==> src/rtl/arb_pkg.sv <==
// Shared types and constants for the L2 bus arbiter.
//   arb_state_t : arbiter FSM state encoding
//   OWNER_*     : encoding of the 2-bit owner / last-owner / winner values
package arb_pkg;

  typedef enum logic [1:0] {
    ARB_IDLE    = 2'd0,
    ARB_GRANT1  = 2'd1,
    ARB_GRANT2  = 2'd2,
    ARB_RELEASE = 2'd3
  } arb_state_t;

  localparam logic [1:0] OWNER_NONE = 2'd0;
  localparam logic [1:0] OWNER_C1   = 2'd1;
  localparam logic [1:0] OWNER_C2   = 2'd2;

endpackage

==> src/rtl/arb_rr_pick.sv <==
// Combinational winner selection for the two-core L2 bus arbiter.
// Ports:
//   req1_i, req2_i     : core requests
//   flush1_i, flush2_i : write-back pending (raises priority)
//   last_owner_i       : core granted most recently (OWNER_C1 / OWNER_C2)
//   winner_o           : OWNER_NONE, OWNER_C1 or OWNER_C2
module arb_rr_pick
  import arb_pkg::*;
(
  input  logic       req1_i,
  input  logic       req2_i,
  input  logic       flush1_i,
  input  logic       flush2_i,
  input  logic [1:0] last_owner_i,
  output logic [1:0] winner_o
);

  always_comb begin
    winner_o = OWNER_NONE;
    if (req1_i && req2_i) begin
      // A single pending flush wins; otherwise alternate away from last owner.
      if (flush1_i != flush2_i) begin
        winner_o = flush1_i ? OWNER_C1 : OWNER_C2;
      end else begin
        winner_o = (last_owner_i == OWNER_C1) ? OWNER_C2 : OWNER_C1;
      end
    end else if (req1_i) begin
      winner_o = OWNER_C1;
    end else if (req2_i) begin
      winner_o = OWNER_C2;
    end
  end

endmodule

==> src/rtl/l2_bus_arbiter.sv <==
// Two-core L2 bus arbiter with flush priority and round-robin tie-break.
// Optional grant-hold timeout enabled by defining ARB_TIMEOUT_EN.
// Ports:
//   clk, reset               : clock, synchronous active-high reset
//   req_core1/2              : core bus requests
//   flush_in1/2              : core write-back pending (priority boost)
//   l2_done                  : L2 transaction complete
//   grant_core1/2            : registered grants, one-hot or zero
//   stall_core1/2            : request & ~grant
//   owner                    : 0 none, 1 core1, 2 core2
//   timeout_err              : one-cycle pulse on forced release (0 if disabled)
module l2_bus_arbiter
  import arb_pkg::*;
#(
  parameter int unsigned TIMEOUT_CYCLES = 64
) (
  input  logic       clk,
  input  logic       reset,
  input  logic       req_core1,
  input  logic       req_core2,
  input  logic       flush_in1,
  input  logic       flush_in2,
  input  logic       l2_done,
  output logic       grant_core1,
  output logic       grant_core2,
  output logic       stall_core1,
  output logic       stall_core2,
  output logic [1:0] owner,
  output logic       timeout_err
);

  arb_state_t state_q;
  logic       grant1_q, grant2_q;
  logic [1:0] owner_q, last_owner_q;
  logic [1:0] winner;
  logic       cur_req;
  logic       to_hit;

  arb_rr_pick u_pick (
    .req1_i       (req_core1),
    .req2_i       (req_core2),
    .flush1_i     (flush_in1),
    .flush2_i     (flush_in2),
    .last_owner_i (last_owner_q),
    .winner_o     (winner)
  );

  assign cur_req = (state_q == ARB_GRANT1) ? req_core1 : req_core2;

`ifdef ARB_TIMEOUT_EN
  localparam int unsigned CW = $clog2(TIMEOUT_CYCLES + 1);
  localparam logic [CW-1:0] CNT_LAST = CW'(TIMEOUT_CYCLES - 1);

  logic [CW-1:0] cnt_q;
  logic          terr_q;

  assign to_hit      = (cnt_q == CNT_LAST);
  assign timeout_err = terr_q;
`else
  assign to_hit      = 1'b0;
  assign timeout_err = 1'b0 & (TIMEOUT_CYCLES != 0);
`endif

  always_ff @(posedge clk) begin
    if (reset) begin
      state_q      <= ARB_IDLE;
      grant1_q     <= 1'b0;
      grant2_q     <= 1'b0;
      owner_q      <= OWNER_NONE;
      last_owner_q <= OWNER_C2;
`ifdef ARB_TIMEOUT_EN
      cnt_q        <= '0;
      terr_q       <= 1'b0;
`endif
    end else begin
`ifdef ARB_TIMEOUT_EN
      terr_q <= 1'b0;
`endif
      case (state_q)
        ARB_IDLE: begin
          if (winner != OWNER_NONE) begin
            state_q      <= (winner == OWNER_C1) ? ARB_GRANT1 : ARB_GRANT2;
            grant1_q     <= (winner == OWNER_C1);
            grant2_q     <= (winner == OWNER_C2);
            owner_q      <= winner;
            last_owner_q <= winner;
`ifdef ARB_TIMEOUT_EN
            cnt_q        <= '0;
`endif
          end
        end
        ARB_GRANT1, ARB_GRANT2: begin
          if (l2_done || !cur_req || to_hit) begin
            state_q  <= ARB_RELEASE;
            grant1_q <= 1'b0;
            grant2_q <= 1'b0;
            owner_q  <= OWNER_NONE;
`ifdef ARB_TIMEOUT_EN
            // Error only when the timeout alone forced the release.
            terr_q   <= !(l2_done || !cur_req);
`endif
          end else begin
`ifdef ARB_TIMEOUT_EN
            cnt_q <= cnt_q + CW'(1);
`endif
          end
        end
        ARB_RELEASE: state_q <= ARB_IDLE;
        default:     state_q <= ARB_IDLE;
      endcase
    end
  end

  assign grant_core1 = grant1_q;
  assign grant_core2 = grant2_q;
  assign owner       = owner_q;
  assign stall_core1 = req_core1 & ~grant1_q;
  assign stall_core2 = req_core2 & ~grant2_q;

endmodule
==> config.mk <==
export PLATFORM = sky130hd
export DESIGN_NAME = l2_bus_arbiter
export DESIGN_NICKNAME = d
export VERILOG_FILES = /design/src/rtl/arb_pkg.sv /design/src/rtl/arb_rr_pick.sv /design/src/rtl/l2_bus_arbiter.sv
export SDC_FILE = /design/constraint.sdc
export NUM_CORES = 1
export LEC_CHECK = 0
export CAP_MARGIN = 20
export CELL_PAD_IN_SITES_DETAIL_PLACEMENT = 1
export CELL_PAD_IN_SITES_GLOBAL_PLACEMENT = 2
export CORE_UTILIZATION = 24
export CTS_CLUSTER_DIAMETER = 120
export CTS_CLUSTER_SIZE = 20
export DETAILED_ROUTE_END_ITERATION = 10
export GPL_ROUTABILITY_DRIVEN = 0
export HOLD_SLACK_MARGIN = 0.06
export PLACE_DENSITY_LB_ADDON = 0.1
export SYNTH_ARGS = -nofsm -noshare
export SYNTH_HDL_FRONTEND = slang
export SYNTH_SLANG_ARGS = --single-unit
==> constraint.sdc <==
create_clock -name clk -period 2.08 [get_ports clk]
set_input_delay 0.416 -clock clk [delete_from_list [all_inputs] [get_ports clk]]
set_output_delay 0.416 -clock clk [all_outputs]
set_load 0.005 [all_outputs]
==> flow_metrics.env <==
export IMPL_outcome="completed"
export IMPL_fin_nets=88
export IMPL_grt_pass1_vias=488
export IMPL_grt_start_max_net_pins=9
export IMPL_final_max_slew_viol_count=0
export IMPL_drt_iter0_markers=3
export IMPL_synth_warnings=0
export IMPL_wirelength_um=1370
export IMPL_grt_total_usage_pct=14.7
export IMPL_crit_start="req_core1"
export IMPL_place_inst=99
export IMPL_final_cells=102
export IMPL_dieArea_mm2=0.00218
export IMPL_syn_num_nets=69
export IMPL_fmax_mhz=500
export IMPL_numCtsBuffers=3
export IMPL_startpoint_type="primary input"
export IMPL_ant_nets=0
export IMPL_setup_tns_ns=0
export IMPL_hold_viol=0
export IMPL_pwr_share_comb_pct=51.7
export IMPL_cp_max_fo=2
export IMPL_core_rowCount=15
export IMPL_fillers=232
export IMPL_antenna_cells=0
export IMPL_start_util_pct=26.7
export IMPL_h_tree_depth=1
export IMPL_dr_pass1_iters=4
export IMPL_hold_path_class="flip-flop to flip-flop"
export IMPL_timing_rr_start="state_q[0]"
export IMPL_seq_area_frac_synth_pct=33.3
export IMPL_ios=14
export IMPL_p_leak_nw=0.258
export IMPL_setup_viol=0
export IMPL_synth_area_um2=480
export IMPL_grt_antenna_before_repair=0
export IMPL_arrival_ns=1.58
export IMPL_skew_ns=0.00133
export IMPL_synth_distinct_cells=28
export IMPL_synth_seq_cells=8
export IMPL_p_total_uw=739
export IMPL_cp_end_kind="output port"
export IMPL_cts_tree="yes"
export IMPL_pwr_share_seq_pct=31.7
export IMPL_core_mm2=0.00180
export IMPL_rsz0062_at_grt="false"
export IMPL_port_buffers=12
export IMPL_required_ns=1.66
export IMPL_sw_frac_of_total_pct=36.6
export IMPL_clock_power_share_pct=16.7
export IMPL_min_from="owner[0]"
export IMPL_grt_first_pass_wirelength_um=2180
export IMPL_finalCritPeriodShare_pct=96.2
export IMPL_p_sw_uw=271
export IMPL_avgViaCountPerCell=4.85
export IMPL_cts_hold_buf=0
export IMPL_p_int_uw=468
export IMPL_root_buffer="clkbuf_4"
export IMPL_overflow=0
export IMPL_wl_per_cell_um=13.5
export IMPL_cts_sinks=8
export IMPL_synthesis_instances=60
export IMPL_cts_setup_buffers=0
export IMPL_powerDensity_mw_per_mm2=1100
export IMPL_die_h_um=46.7
export IMPL_hold_worst_slack_ns=0.473
export IMPL_hpwl_um=1050
export IMPL_vias=495
export IMPL_drc=0
export IMPL_clk_pin_slew_ns=0.05
export IMPL_die_w_um=46.7
export IMPL_clock_path_buffers=2
export IMPL_finalCriticalPeriod_ns=2.00
export IMPL_syn2layout_area_growth_pct=40.1
export IMPL_peakVddDrop_v=0.000533
export IMPL_finish_utilization_pct=37.4
export IMPL_cts_resized=0
export IMPL_maxCapViolCount=0
export IMPL_critPathKind="primary input to output port"
export IMPL_clk_insertion_delay_late_ns=0.26
export IMPL_drive_above_1_share_pct=14.3
export IMPL_avgSynthCellArea_um2=8.01
==> cells by family after synthesis <==
logic type	Yosys count	synth area share (%)
AND/OR/NAND/NOR	24	27.9
AO/OA/AOI/OAI	18	25.3
multiplexers	1	2.08
flip-flops	8	33.3
buffers and inverters	6	5.47
other	1	0.781
adder cells (fa/ha/maj)	2	5.21
==> layer usage <==
metal	global-route usage, %	wire [µm]	vias to the layer above
li1	-	-	249
met1	18.6	660	231
met2	21.9	618	11
met3	2.31	54	4
met4	12.0	39	0
met5	0	0	-
==> path summary, 6_finish.rpt <==
path         slack [ns]     endpoint  cells after the start
min reg2reg        0.47     owner[0]                      2
min                0.47     owner[0]                      2
max                0.08  stall_core1                      4
max reg2reg        0.39   state_q[1]                      6
==> critical path, cell delays in order <==
cell	delay, ns
clkdlybuf4s50_1	0.48
inv_1	0.08
nor2_1	0.10
clkdlybuf4s50_1	0.51
==> cell usage in the layout (no fill, tap or decap), types with 2 or more instances in the layout <==
master and n:
buf_4 4, ha_1 2, inv_1 4, a21oi_1 4, nor2_1 5, nor2b_1 2
dfxtp_1 8, o21ai_0 6, clkbuf_4 3, a32o_1 2, clkdlybuf4s50_1 12, nand2b_1 3
nand2_1 6
==> power by group through the flow <==
stage	Sequential, mW	Clock, mW	Combinational (mW)
6_report	0.234	0.123	0.382
5_1_grt	0.239	0.137	0.426
4_1_cts	0.234	0.124	0.382
3_5_place_dp	0.237	0	0.380
3_3_place_gp	0.236	0	0.381
2_1_floorplan	0.233	0	0.224
==> final cells by class <==
class	count	area (µm²)	share of cell area, %
well taps	25	31.3	4.65
inverters	4	15.0	2.23
flip-flops and latches	8	160	23.8
multi-input cells	46	294	43.7
clock buffers	3	22.5	3.35
repair buffers	16	150	22.3
==> metrics by stage <==
| step | setup WS, ns | cell area, µm² |
|---|---|---|
| finish | 0.0801 | 673 |
| global route | 0.00172 | 673 |
| CTS | 0.0681 | 673 |
| detailed placement | 0.0890 | 651 |
| global placement | 0.112 | 651 |
| floorplan | 0.583 | 480 |
==> state kept, by name (all words and copies together), names as in the netlist <==
register,count
grant_core1,1
state_q,2
last_owner_q,2
owner,2
grant_core2,1
==> cells in the mapped netlist <==
| master | count | area, µm² |
|---|---|---|
| a21o_1 | 1 | 7.51 |
| nand2_1 | 6 | 22.5 |
| nand3_1 | 1 | 5.00 |
| or3b_1 | 1 | 8.76 |
| o21bai_1 | 1 | 7.51 |
| buf_4 | 1 | 7.51 |
| conb_1 | 1 | 3.75 |
| a21oi_1 | 4 | 20.0 |
| a21oi_2 | 1 | 8.76 |
| a311o_1 | 1 | 10.0 |
| a32o_1 | 2 | 20.0 |
| nor3b_1 | 1 | 7.51 |
| nand2b_1 | 3 | 18.8 |
| a31o_2 | 1 | 8.76 |
| o21ai_0 | 6 | 30.0 |
| dfxtp_1 | 8 | 160 |
| ha_1 | 2 | 25.0 |
| nor2_1 | 5 | 18.8 |
| inv_1 | 4 | 15.0 |
| mux2i_1 | 1 | 10.0 |
| a311oi_1 | 1 | 8.76 |
| clkbuf_1 | 1 | 3.75 |
| nor2b_1 | 2 | 12.5 |
| or3_4 | 1 | 11.3 |
| nor2_2 | 1 | 6.26 |
| and3b_1 | 1 | 8.76 |
| nor4b_1 | 1 | 8.76 |
| nor3_1 | 1 | 5.00 |
Power figures use the tool's default switching activity.
==> RTL change 1: new RTL, same settings <==
Add a define of `ARB_TIMEOUT_EN`.
--- a/src/rtl/l2_bus_arbiter.sv
+++ b/src/rtl/l2_bus_arbiter.sv
@@ -11,2 +11,4 @@
 //   timeout_err              : one-cycle pulse on forced release (0 if disabled)
+`define ARB_TIMEOUT_EN
+
 module l2_bus_arbiter
Function: same outputs for any inputs over 10 cycles, from zero or initial values and one cycle with reset high; that may be too few to reach the edited logic, so the function may still have changed.
==> RTL change 1 against the original RTL <==
Sequential share of layout area rose by 3.4 points; routed wire length rose by 73%; clock power rose by 69%; setup slack improved by 0.12 ns; area after synthesis rose by 82%; first-iteration DRC count rose to 9.0 times the old value; total power rose by 67%; count of clock-buffer cells in the layout rose by 1; non-clock buffer count rose by 9; cell area rose by 75%; die area rose by 78%; sequential cell count rose by 8; largest cell class unchanged; highest routed layer unchanged.
==> RTL change 1: results (changes against the original RTL) <==
- The leakage dissipation was 0.449 nW (was 0.258 nW).
- The number of fillers in the final layout is 426 (was 232).
- The share of synthesized cell area in full adder, half adder and majority cells was 0.0430 (was 0.0521).
- The dominant delay contributor by cell family on the critical path is simple AND/OR/NAND/NOR gates (was buffers and inverters).
- The routed length on met2 is 1.09 mm (was 618 um).
- The area of all sequential standard cells was 320 sq um (was 160 sq um).
- The post-place instance area came to 1140 sq um (was 651 sq um).
- The final wirelength is 2.38 mm (was 1.37 mm).
- Result of the run: complete, no violations (unchanged).
- The worst endpoint data arrival time is 2.10 ns (was 1.58 ns).
- The worst-case vdd ir drop is 583 uV (was 533 uV).
- The total placed cells including tap cells is 175 (was 99).
- The clock sink count is 16 (was 8).
- The global routing met1 resource utilization is 0.174 (was 0.186).
- The routed length on met1 is 1.22 mm (was 660 um).
- The maximum number of pins on one net before global-route repair is 14 (was 9).
- The clock edge transition at the registers on the reported setup and hold paths was 0.10 ns (was 0.05 ns).
- The finished layout cell area is 1180 sq um (was 673 sq um).
- The layout cell share with drive strength beyond 1 was 0.165 (was 0.143).
- The global-route usage over all layers came to 0.132 (was 0.147).
- The global routing met2 resource utilization came to 0.214 (was 0.219).
- The post-placement worst setup slack is -0.0822 ns (was 0.0890 ns).
- The portion of the layout cell area used by clock cells is 0.0308 (was 0.0335).
- The met3 usage in global routing was 0.0386 (was 0.0231).
- The share of the synthesized area in compound gates (AO/OA/AOI/OAI) is 0.238 (was 0.253).
- The number of global-route vias before repair is 896 (was 488).
- The maximum fanout count along the critical path is 4 (was 2).
- The total of plain and repair buffers excluding clock buffers is 25 (was 16).
- The number of ordinary inverters in the final layout is 6 (was 4).
==> RTL change 1: repair_timing <==
item | 4_1_cts | 5_1_grt
hold buffers | 0 | 0
setup buffers | 0 | 0
resized for setup | 1 | 1
setup endpoints to repair | 1 | 1
pin swaps | 0 | 0
gates cloned | 0 | 0
==> RTL change 1: path summary, 6_finish.rpt <==
kind	depth (start not counted)	slack (ns)	end
worst max-delay path	5	0.20	cnt_q[4]
worst min-delay path	2	0.44	cnt_q[6]
worst max register to register	5	0.20	cnt_q[4]
worst min register to register	2	0.44	cnt_q[6]
==> RTL change 1: report_power, final <==
part | internal, mW | leakage (nW) | total [mW] | switching, mW
Combinational | 0.280 | 0.298 | 0.636 | 0.356
Clock | 0.107 | 0.0210 | 0.208 | 0.101
Sequential | 0.360 | 0.130 | 0.391 | 0.0302
==> RTL change 2: new RTL, same flow settings <==
Without the edit above. Encoding of `arb_state_t`: now one-hot (4 bits for 4 states).
--- a/src/rtl/arb_pkg.sv
+++ b/src/rtl/arb_pkg.sv
@@ -5,7 +5,7 @@
 
-  typedef enum logic [1:0] {
-    ARB_IDLE    = 2'd0,
-    ARB_GRANT1  = 2'd1,
-    ARB_GRANT2  = 2'd2,
-    ARB_RELEASE = 2'd3
+  typedef enum logic [3:0] {
+    ARB_IDLE    = 4'b0001,
+    ARB_GRANT1  = 4'b0010,
+    ARB_GRANT2  = 4'b0100,
+    ARB_RELEASE = 4'b1000
   } arb_state_t;
Behaviour: same outputs for any inputs over 10 cycles, from zero or initial values and one cycle with reset high; not proved beyond that.
==> RTL change 2 against the original RTL <==
Cell area increased by 8.6%; area after synthesis is 6.8% higher; non-clock buffer count increased by 3; sequential cell count up 2; synthesized cell count fell by 6.7%; setup slack improved by 0.012 ns; utilization fell by 0.49 points; routed wire length shrank 6.8%; critical path type unchanged; critical endpoint is now stall_core2; highest routed layer unchanged.
Power is not compared: it rests on default switching activity, and its combinational part moved more than twofold at a synthesized area within 25%.
==> RTL change 2: results (changes against the original RTL) <==
- Result of the run: complete, no violations (unchanged).
- The layout cell share with drive strength beyond 1 is 0.197 (was 0.143).
- The post-placement worst setup slack is 0.0999 ns (was 0.0890 ns).
- The met3 usage in global routing is 0.0556 (was 0.0231).
- The reg2reg setup slack is 0.62 ns (was 0.39 ns).
- The maximum number of pins on one net before global-route repair is 9 (unchanged).
- The total of warnings raised by yosys is 0 (unchanged).
- The mean instance size in the synthesized netlist was 9.16 sq um (was 8.01 sq um).
- The number of fillers in the final layout is 233 (was 232).
- The first-pass iteration count of the detailed router is 2 (was 4).
- The total number of nets in the final design was 85 (was 88).
- The clock skew after layout is 0.00752 ns (was 0.00133 ns).
- The multiplexer share of the synthesized area is 0 (was 0.0208).
- The post-synthesis net count is 63 (was 69).
- The wire length of the first global-routing pass is 1.96 mm (was 2.18 mm).
- The share of synthesized cell area in full adder, half adder and majority cells is 0.0220 (was 0.0521).
- The global routing met2 resource utilization is 0.200 (was 0.219).
- The via-per-instance ratio is 4.40 (was 4.85).
- The global routing met1 resource utilization is 0.163 (was 0.186).
- The HPWL after detailed placement is 1.00 mm (was 1.05 mm).
- The total placed cells including tap cells is 100 (was 99).
- The number of DRC markers in iteration 0 came to 1 (was 3).
- The routed length on met1 was 624 um (was 660 um).
- The portion of the post-synthesis area used by sequential elements is 0.390 (was 0.333).
- The post-place instance area came to 708 sq um (was 651 sq um).
- The depth of the CTS H-tree is 1 (unchanged).
- The routed length on met2 is 560 um (was 618 um).
- The number of global-route vias before repair is 412 (was 488).
- The post-route minimum period came to 1.99 ns (was 2.00 ns).
- The number of unique standard cell types used by synthesis was 26 (was 28).
- Cell types occupying the most area after synthesis: sky130_fd_sc_hd__dfxtp_1, sky130_fd_sc_hd__a2111oi_4, sky130_fd_sc_hd__nand2b_1 (was sky130_fd_sc_hd__dfxtp_1, sky130_fd_sc_hd__o21ai_0, sky130_fd_sc_hd__ha_1).
- Synth cell count leaders: sky130_fd_sc_hd__dfxtp_1, sky130_fd_sc_hd__nor2_1, sky130_fd_sc_hd__inv_1, sky130_fd_sc_hd__nand2b_1 (was sky130_fd_sc_hd__dfxtp_1, sky130_fd_sc_hd__nand2_1, sky130_fd_sc_hd__o21ai_0).
- The area occupied by multi-input gates is 283 sq um (was 294 sq um).
- The share of the synthesized area in compound gates (AO/OA/AOI/OAI) came to 0.268 (was 0.253).
RTL change 2: cell types whose count changed after synthesis, sizes merged, moves of 2 or more:
cell     before  now
o2bb2ai       0    2
o211ai        0    2
nand2         6    3
a21oi         5    3
ha            2    0
dfxtp         8   10
a21o          1    3
a32o          2    0
o21ai         6    1
RTL change 2: cell type report:
| type | instances | area share |
|---|---|---|
| multi-input combinational | 39 | 0.387 |
| timing repair buffer | 19 | 0.236 |
| tap | 27 | 0.0462 |
| sequential | 10 | 0.274 |
| clock buffer | 3 | 0.0308 |
| inverter | 5 | 0.0257 |
RTL change 2: final timing paths:
kind / from / end / depth (start not counted)
setup / recovery: req_core2 / stall_core2 / 4
setup reg to reg: state_q[2] / grant_core2 / 5
hold reg to reg: owner[1] / owner[1] / 1
hold / removal: owner[1] / owner[1] / 1
